File: src/rtl/boot_loader_pkg.sv
// Shared definitions for the serial boot loader: state encoding and frame sync byte.
// Optional checksum stage is enabled by the BOOT_LOADER_CHECKSUM_EN macro in boot_loader.sv.
package boot_loader_pkg;

    localparam int STATE_W = 3;

    localparam logic [7:0] SYNC_BYTE = 8'hA5;

    typedef enum logic [STATE_W-1:0] {
        S_SYNC,
        S_LEN_LO,
        S_LEN_HI,
        S_DATA_LO,
        S_DATA_HI,
        S_CHECK,
        S_DONE,
        S_ERR
    } state_t;

endpackage

File: src/rtl/boot_loader.sv
// Byte-stream boot loader: parses a sync/length/data frame and writes 16-bit words into RAM.
// Define BOOT_LOADER_CHECKSUM_EN to require a trailing XOR checksum byte before releasing the CPU.
module boot_loader
    import boot_loader_pkg::*;
#(
    parameter int ADDR_W = 8,
    parameter int DATA_W = 16
)
(
    input  logic              clock_50_b7a,
    input  logic              reset,
    input  logic              in_valid,
    input  logic [7:0]        in_data,
    output logic              in_ready,
    output logic              mem_we,
    output logic [ADDR_W-1:0] mem_addr,
    output logic [DATA_W-1:0] mem_wdata,
    output logic              cpu_hold,
    output logic              done,
    output logic              error
);

`ifdef BOOT_LOADER_CHECKSUM_EN
    localparam state_t FRAME_END = S_CHECK;
`else
    localparam state_t FRAME_END = S_DONE;
`endif

    state_t            state;
    state_t            next_state;
    logic [7:0]        len_lo;
    logic [15:0]       word_count;
    logic [7:0]        low_byte;
    logic [ADDR_W:0]   word_idx;
    logic              accept;
    logic [15:0]       len_in;
    logic              len_too_big;
    logic              last_word;
`ifdef BOOT_LOADER_CHECKSUM_EN
    logic [7:0]        xor_acc;
`endif

    assign accept      = in_valid && in_ready;
    assign len_in      = {in_data, len_lo};
    // The index counter has one spare bit so a full 2^ADDR_W image can finish without wrapping.
    assign len_too_big = 32'(len_in) > (32'd1 << ADDR_W);
    assign last_word   = (32'(word_idx) + 32'd1) == 32'(word_count);

    always_ff @(posedge clock_50_b7a) begin
        if (!reset) begin
            state <= S_SYNC;
        end else begin
            state <= next_state;
        end
    end

    always_comb begin
        next_state = state;
        if (accept) begin
            case (state)
                S_SYNC: begin
                    if (in_data == SYNC_BYTE) begin
                        next_state = S_LEN_LO;
                    end
                end
                S_LEN_LO:  next_state = S_LEN_HI;
                S_LEN_HI: begin
                    if (len_too_big) begin
                        next_state = S_ERR;
                    end else if (len_in == 16'd0) begin
                        next_state = FRAME_END;
                    end else begin
                        next_state = S_DATA_LO;
                    end
                end
                S_DATA_LO: next_state = S_DATA_HI;
                S_DATA_HI: next_state = last_word ? FRAME_END : S_DATA_LO;
`ifdef BOOT_LOADER_CHECKSUM_EN
                S_CHECK:   next_state = (in_data == xor_acc) ? S_DONE : S_ERR;
`else
                S_CHECK:   next_state = S_ERR;
`endif
                default:   next_state = state;
            endcase
        end
    end

    always_comb begin
        in_ready = 1'b1;
        cpu_hold = 1'b1;
        done     = 1'b0;
        error    = 1'b0;
        case (state)
            S_DONE: begin
                in_ready = 1'b0;
                cpu_hold = 1'b0;
                done     = 1'b1;
            end
            S_ERR: begin
                in_ready = 1'b0;
                error    = 1'b1;
            end
            default: ;
        endcase
    end

    // Write strobe is registered off the high-byte handshake, so it lands one cycle after acceptance.
    always_ff @(posedge clock_50_b7a) begin
        if (!reset) begin
            len_lo     <= '0;
            word_count <= '0;
            low_byte   <= '0;
            word_idx   <= '0;
            mem_we     <= 1'b0;
            mem_addr   <= '0;
            mem_wdata  <= '0;
        end else begin
            mem_we <= 1'b0;
            if (accept) begin
                case (state)
                    S_LEN_LO:  len_lo     <= in_data;
                    S_LEN_HI:  word_count <= len_in;
                    S_DATA_LO: low_byte   <= in_data;
                    S_DATA_HI: begin
                        mem_we    <= 1'b1;
                        mem_addr  <= word_idx[ADDR_W-1:0];
                        mem_wdata <= DATA_W'({in_data, low_byte});
                        word_idx  <= word_idx + (ADDR_W+1)'(1);
                    end
                    default: ;
                endcase
            end
        end
    end

`ifdef BOOT_LOADER_CHECKSUM_EN
    always_ff @(posedge clock_50_b7a) begin
        if (!reset) begin
            xor_acc <= '0;
        end else if (accept && (state == S_DATA_LO || state == S_DATA_HI)) begin
            xor_acc <= xor_acc ^ in_data;
        end
    end
`endif

endmodule

File: config.mk
export PLATFORM = sky130hd
export DESIGN_NAME = boot_loader
export DESIGN_NICKNAME = d
export VERILOG_FILES = /design/src/rtl/boot_loader_pkg.sv /design/src/rtl/boot_loader.sv
export SDC_FILE = /design/constraint.sdc
export NUM_CORES = 1
export LEC_CHECK = 0
export ABC_AREA = 0
export CORE_MARGIN = 5
export CORE_UTILIZATION = 45
export CTS_CLUSTER_SIZE = 30
export DETAILED_ROUTE_END_ITERATION = 16
export PLACE_DENSITY = 0.72
export SLEW_MARGIN = 20
export SYNTH_ARGS = -nofsm -noshare
export SYNTH_HDL_FRONTEND = slang
export SYNTH_SLANG_ARGS = --single-unit
File: constraint.sdc
create_clock -name clock_50_b7a -period 2.95 [get_ports clock_50_b7a]
set_clock_uncertainty 0.2 [all_clocks]
set_input_delay 0.4425 -clock clock_50_b7a [delete_from_list [all_inputs] [get_ports clock_50_b7a]]
set_output_delay 0.4425 -clock clock_50_b7a [all_outputs]
set_load 0.005 [all_outputs]
==> metrics <==
critical path, cell by cell nand2_1, or2_2, inv_1, clkdlybuf4s50_1; CP endpoint kind output port; ratio of cells with drive above 1 in the final layout 7.056%; # diodes 0; Primary FF master, synth dfxtp_1; area share of the leading cell type in the synthesized netlist 45.32%; Final Hold Viols 0; Min-Delay Path Class flop to flop; Yosys Warn Count 0; CTS Hold Bufs 0; WP data arrival 1.93 ns; synthesized flop and latch total 69; average wire per standard cell roughly 14 um; RSZ-0062 raised after global routing no; CTS clk-pin slew, worst paths 0.07 ns; critical path depth in cells 4; post-synth top area cell dfxtp_1; reg2reg start word_idx[0]; Setup crit end done; die area 0.008519 mm2; Worst VDD drop 0.4313 mV; Remaining DRCs 0; GRT overflow 0; Max Cap Violations 0; R2R cell count 6; drt pass-1 iters 4; Routed WL 6802 um; Largest delay share family, worst path flip-flops; root buffer cell clkbuf_8; Least-Margin Pin Slew 0.5790 ns; post-DR vias/cell 5.246; vias in the first global route 2,294; final RePlAce weighted congestion 0.7958; worst reg2reg endpoint state[2]; final setup fails 0; Syn Inst Count 375; CTS sink cnt 69; num rows 30; # IOs 40; pin count of the biggest net entering global routing 71; initial antenna violation count 0; Slew Viols, Final 0; Die Wd between 90 and 100 um; Placed Area roughly 0.0035 mm2; commonest non-fill, non-tap cell in the layout nand2_1; worst rel slew slack 61.04%; Area Overhead vs Synth 21.55%; Net Sw Frac 20.77%; Antenna Nets Post-Route 0; Post-synth ARST share 0%; post-CTS setup buffer count 0; static leakage 1.282 nW; cell internal pwr 1.419 mW; CP max stage cell dfxtp_1; top post-synthesis cells by area dfxtp_1 (45%), nand2_1 (16%), a21boi_0 (15%), xnor2_1 (2.3%), clkbuf_1 (2.1%); clock share of power 44.7%; global-route wire length before repair 11,140 um; PnR worst setup slack ~0.38 ns; fin crit period ~2.6 ns; syn nets 387; CP startpoint kind flop; initial core utilization 45.62%; Max Fanout on Critical Path 14; Synth cell types 43; met1 Use GR ~22%; crit share post-route 87.10%; TritonCTS clock tree yes; CTS buffer count 9; DIE HEIGHT around 90 um; power per cell area roughly 480 mW/mm2; combinational power share between 3 and 4%; M3 GR Usage 3.574%; Worst EP required 2.31 ns; design area 0.003705 mm2; H-tree Lvls 3; Post-Syn Area 0.003048 mm2; Resized cells post-CTS 0; switching power between 300 and 400 uW; setup TNS 0 ns; FMAX ~390 MHz; total buffers and inverters traversed by the critical path 2; commonest cells after routing, fill and taps aside nand2_1 (128), dfxtp_1 (69), a21boi_0 (60); initial drt markers 160; core area around 0.0067 mm2; Total GRT Usage about 17%; CP peak stage delay 0.58 ns; sequential power share between 50 and 60%; Reg2Reg Setup Slack 0.62 ns; input/output buffers 39; Post-layout nets around 420; crit path launch state[1]; most used routing layer met2; Avg Inst Size Synth 8.128 um2; Post-synth EDFFs 0; critical path type flop to output port; pre-CTS setup slack 0.2813 ns; Clock Latency Late Sink 0.34 ns; dpl hpwl ~4700 um; CTS max path bufs 2; sequential-to-total area share from yosys stat 45.32%; grt met2 use between 20% and 30%; status finished, final reports clean; via count approximately 2,600
## how the worst min path moves through the flow
stage / from / to / depth (start not counted)
6_report: mem_addr[5] / mem_addr[5] / 2
5_1_grt: mem_addr[2] / mem_addr[2] / 2
4_1_cts: mem_addr[2] / mem_addr[2] / 2
3_5_place_dp: mem_addr[2] / mem_addr[2] / 2
3_3_place_gp: mem_addr[1] / mem_addr[1] / 2
2_1_floorplan: low_byte[0] / mem_wdata[0] / 2
## flip-flops by register name, indices dropped and copies added, names as in the netlist
| signal | cells |
|---|---|
| word_count | 16 |
| low_byte | 8 |
| mem_we | 1 |
| mem_wdata | 16 |
| mem_addr | 8 |
| len_lo | 8 |
| word_idx | 9 |
| state | 3 |
## cells in the mapped netlist (3+ instances only)
library cell and number:
nor3_1 4, clkbuf_1 17, a21boi_0 60, xor2_1 7, nand2_1 128, buf_2 6, xnor2_1 8, nand3_1 4
o21ai_0 6, and2_1 6, and3_1 3, nor4_1 7, nand4_1 3, or3_1 4, nor2_1 8, dfxtp_1 69
## layout make-up
class,count,area (um2)
fill,638,2977
sequential,69,1381
clock buffer,13,168.9
tap,80,100.1
inverter,2,7.507
clock inverter,3,42.54
timing repair buffer,45,447.9
multi-input combinational,279,1556
## worst register-to-register path, delay by kind of cell (launching register included)
kind	cells	cell delay, ns
AND/OR/NAND/NOR	3	0.93
flip-flops	1	0.45
adder cells (fa/ha/maj)	1	0.28
AO/OA/AOI/OAI	2	0.41
## routing by layer
metal	vias up	part of all wire, %	routed length, um
met5	-	0	0
met4	0	1.2	80
met3	8	4.4	297
met2	58	48	3263
met1	1190	46	3160
li1	1320	-	-
## through the flow
step	hold WS, ns	util, %	power (mW)	instances
after floorplan	0.2412	-	0.9797	375
after global placement	0.2491	52.28	1.011	475
after detailed placement	0.2549	52.28	1.011	475
after CTS	0.2650	55.45	1.817	491
after global routing	0.2817	55.45	1.866	491
final	0.2599	55.45	1.791	491
## logic make-up (layout without fill, tap and decap cells)
logic type	count (synthesis)	count (layout)	share of synthesized area, %
AO/OA/AOI/OAI	80	80	19.50
XOR/XNOR	15	15	4.310
adder cells (fa/ha/maj)	1	1	0.4104
flip-flops	69	69	45.32
AND/OR/NAND/NOR	183	183	26.85
buffers and inverters	27	63	3.612
## power groups by stage
stage / logic, mW / clock network [mW] / registers [mW]
floorplan: 0.0264 / 0 / 0.953
global placement: 0.0575 / 0 / 0.954
detailed placement: 0.0574 / 0 / 0.954
CTS: 0.0573 / 0.827 / 0.932
global route: 0.0619 / 0.872 / 0.932
finish: 0.0576 / 0.801 / 0.932
Note: power is estimated with default switching activity, not from simulation.
==> variant 1: new RTL, same settings <==
The package constant `STATE_W` goes from 3 to 6.
--- a/src/rtl/boot_loader_pkg.sv
+++ b/src/rtl/boot_loader_pkg.sv
@@ -3,5 +3,5 @@
 package boot_loader_pkg;
 
-    localparam int STATE_W = 3;
+    localparam int STATE_W = 6;
 
     localparam logic [7:0] SYNC_BYTE = 8'hA5;
Formal check against the unedited RTL: no difference found for any inputs over 10 cycles, from zero or initial values and one cycle with reset low; that may be too few to reach the edited logic, so the function may still have changed.
==> variant 1 against the unedited design <==
First-iteration DRC count decreased by 0.63%. Power down 1.3%. Synthesized cell count down 2.7%. Sequential power hardly changed. Synthesized area is 0.78% higher. Utilization rose by 0.10 points. Final area increased by 0.74%. Sequential cell count unchanged. Routed wire length increased by 3.7%. Worst setup slack worse by 30 ps. Critical path type unchanged.
==> variant 1: results (changes against the unedited design) <==
metric	value	unit	change
result of the run	completed		
RR Endpoint	state[0]		
vias in the first global route	2375		+3.5%
library cells used by synthesis	41		-4.7%
HP Start	mem_wdata[4]		
DR iter-0 viols	159		-0.63%
Switching Share	23.4	%	+2.6 points
Crit path max-delay family	buffers and inverters		
crit path max fanout	13		-1
largest net degree at the start of global routing	57		-20%
fin nets	409		-2.2%
Mapped Nets	377		-2.6%
via/cell ratio	5.29		+0.76%
sequential fraction of the synthesis area	45.0	%	-0.35 points
worst reg2reg setup slack	530	ps	-90 ps
Area contributors post-synth	dfxtp_1, a21boi_0, nand2_1, xnor2_1, mux2i_1		
worst vdd ir	0.204	mV	-53%
Reg power frac	52.7	%	+0.6 points
first-pass GRT wire length	11.7	mm	+5.2%
wire length per cell	14.6	µm	+5.6%
post-DP HPWL	4.95	mm	+4.8%
multiplexer area fraction after synthesis	2.61	%	+2.6 points
post-synthesis compound-gate area fraction	17.9	%	-1.6 points
post-synthesis adder-cell area fraction	0.407	%	-0.0032 points
gp weighted congestion	0.886		+11%
worst r2r path cells	7		+1
CP arrival	1960	ps	+30 ps
Leak Pwr	1.26	nW	-1.8%
xor/xnor share of the synthesized area	4.56	%	+0.25 points
aggregate global-route resource usage	17.1	%	+0.65 points
Worst Max-Slew Pin Slew	596	ps	+17.3 ps
[variant 1: layout make-up]
class | instances | area [µm²]
Fill cell | 600 | 2990
Multi-Input combinational cell | 266 | 1570
Sequential cell | 69 | 1380
Timing Repair Buffer | 48 | 470
Clock buffer | 9 | 124
Tap cell | 80 | 100
Clock inverter | 7 | 73.8
Inverter | 3 | 11.3
[variant 1: routing by layer]
metal / global-route usage [%] / wire length [µm]
met5: 0 / 0
met4: 7.69 / 80
met3: 3.17 / 294
met2: 25.7 / 3220
met1: 24.0 / 3460
[variant 1: kinds of logic (layout without fill, tap and decap cells)]
group,after synthesis,count (layout)
AO/OA/AOI/OAI,75,75
XOR/XNOR,16,16
adder cells (fa/ha/maj),1,1
buffers and inverters,30,67
flip-flops,69,69
multiplexers,8,8
AND/OR/NAND/NOR,166,166
[variant 1: stage by stage]
| stage | hold slack (ps) | instance area, µm² | cells | setup WS, ps |
|---|---|---|---|---|
| after floorplan | 241 | 3070 | 365 | 757 |
| after global placement | 250 | 3530 | 466 | 216 |
| after detailed placement | 257 | 3530 | 466 | 185 |
| after CTS | 269 | 3730 | 482 | 336 |
| after global routing | 282 | 3730 | 482 | 233 |
| final | 264 | 3730 | 482 | 351 |
[variant 1: worst max-delay path by stage]
stage | from | to | slack, ps | cells after the start
final | state[2] | done | 350 | 4
after global placement | in_data[1] | state[2] | 220 | 5
after detailed placement | in_data[3] | state[2] | 190 | 5
after CTS | state[2] | done | 340 | 4
after floorplan | in_data[1] | state[2] | 760 | 4
after global routing | state[2] | done | 230 | 4
[variant 1: worst reg2reg max path: cells and delay by family (launching register included)]
kind | cells | cell delay (ps)
AO/OA/AOI/OAI | 3 | 430
adder cells (fa/ha/maj) | 1 | 300
AND/OR/NAND/NOR | 3 | 920
flip-flops | 1 | 460
==> variant 2: new RTL, same flow settings <==
Made on the original files. Encoding of `state_t`: now one-hot (8 bits for 8 states).
--- a/src/rtl/boot_loader_pkg.sv
+++ b/src/rtl/boot_loader_pkg.sv
@@ -7,13 +7,13 @@
     localparam logic [7:0] SYNC_BYTE = 8'hA5;
 
-    typedef enum logic [STATE_W-1:0] {
-        S_SYNC,
-        S_LEN_LO,
-        S_LEN_HI,
-        S_DATA_LO,
-        S_DATA_HI,
-        S_CHECK,
-        S_DONE,
-        S_ERR
+    typedef enum logic [7:0] {
+        S_SYNC    = 8'b00000001,
+        S_LEN_LO  = 8'b00000010,
+        S_LEN_HI  = 8'b00000100,
+        S_DATA_LO = 8'b00001000,
+        S_DATA_HI = 8'b00010000,
+        S_CHECK   = 8'b00100000,
+        S_DONE    = 8'b01000000,
+        S_ERR     = 8'b10000000
     } state_t;
 
Formal check against the unedited RTL: same outputs for any inputs over 10 cycles, from zero or initial values and one cycle with reset low; not proved beyond that.
==> variant 2 against the unedited design <==
Via count is 9.3% higher. Synthesized cell count increased by 6.9%. Sequential cell count up 4. Clock power increased by 21%. Sequential power increased by 6.7%. Synthesized area is 12% higher. Critical path depth is 1 lower. Final area is 10% higher. Die area rose by 10%. Routed wire length is 11% higher. Worst setup slack worse by 260 ps. Power rose by 15%. Largest power group unchanged.
==> variant 2: results (changes against the unedited design) <==
metric	value	unit	change
Critical Path Start	state[3]		
aggregate global-route resource usage	16.9	%	+0.41 points
DR iter-0 viols	127		-21%
sequential fraction of the synthesis area	43.0	%	-2.4 points
Filler cells	703		+10%
Crit-path slowest cell	clkdlybuf4s50_1		
result of the run	completed		
largest net degree at the start of global routing	31		-56%
RR Endpoint	word_count[15]		
vias in the first global route	2810		+22%
worst vdd ir	0.297	mV	-31%
fin nets	444		+6.2%
WHS Endpoint	mem_wdata[10]		
first-pass GRT wire length	13.2	mm	+19%
gp weighted congestion	0.846		+6.3%
cell-internal power	1.60	mW	+12%
RR Startpoint	state[3]		
Seq. pwr	0.994	mW	+6.7%
final cell count without fillers	536		+9.2%
placed instance area	3840	µm²	+10%
Slew headroom	60.5	%	-0.53 points
Area contributors post-synth	dfxtp_1, nand2_1, a21boi_0, a21boi_2, nor2b_1		
Mapped Nets	413		+6.7%
via/cell ratio	5.25		+0.14%
wire length per cell	14.1	µm	+1.9%
Synth top cells by count	nand2_1, dfxtp_1, a21boi_0		
Crit path max-delay family	simple AND/OR/NAND/NOR gates		
crit path to	error		
worst reg2reg setup slack	520	ps	-100 ps
[variant 2: cell types whose count changed after synthesis, sizes merged, moves of 4 or more]
cell | unedited run | this run
nand2 | 128 | 106
o21ai | 6 | 10
dfxtp | 69 | 73
nor2 | 8 | 13
nand3 | 5 | 13
a21boi | 60 | 55
nor4b | 0 | 6
mux2i | 0 | 8
nor2b | 2 | 13
[variant 2: final cells by class]
class	count	area, µm²	share of cell area [%]
Timing Repair Buffer	49	460	11.3
Inverter	3	11.3	0.276
Multi-Input combinational cell	296	1780	43.7
Sequential cell	73	1460	35.8
Clock inverter	6	115	2.82
Tap cell	99	124	3.03
Clock buffer	10	128	3.12
[variant 2: logic make-up (layout without fill, tap and decap cells)]
kind of cell	count (synthesis)	count (layout)	share of synthesized area, %
AO/OA/AOI/OAI	81	81	18.2
XOR/XNOR	13	13	3.35
adder cells (fa/ha/maj)	1	1	0.368
buffers and inverters	32	68	4.60
flip-flops	73	73	43.0
multiplexers	8	8	2.35
AND/OR/NAND/NOR	193	193	28.2
[variant 2: per-layer routing]
layer	global-route usage, %	vias up	part of all wire, %
met1	22.0	1309	48
met3	3.38	17	3.4
met5	0	-	0
li1	-	1428	-
met2	26.3	62	46
met4	9.07	0	3.1
[variant 2: through the flow]
| stage | utilization, % | hold WS, ps | setup WS (ps) | total power [mW] |
|---|---|---|---|---|
| 2_1_floorplan | - | 240 | 787 | 1.07 |
| 3_3_place_gp | 52.7 | 249 | 461 | 1.11 |
| 3_5_place_dp | 52.7 | 253 | 407 | 1.11 |
| 4_1_cts | 56.0 | 265 | 93.0 | 2.07 |
| 5_1_grt | 56.0 | 290 | 20.8 | 2.12 |
| 6_report | 56.0 | 263 | 117 | 2.05 |
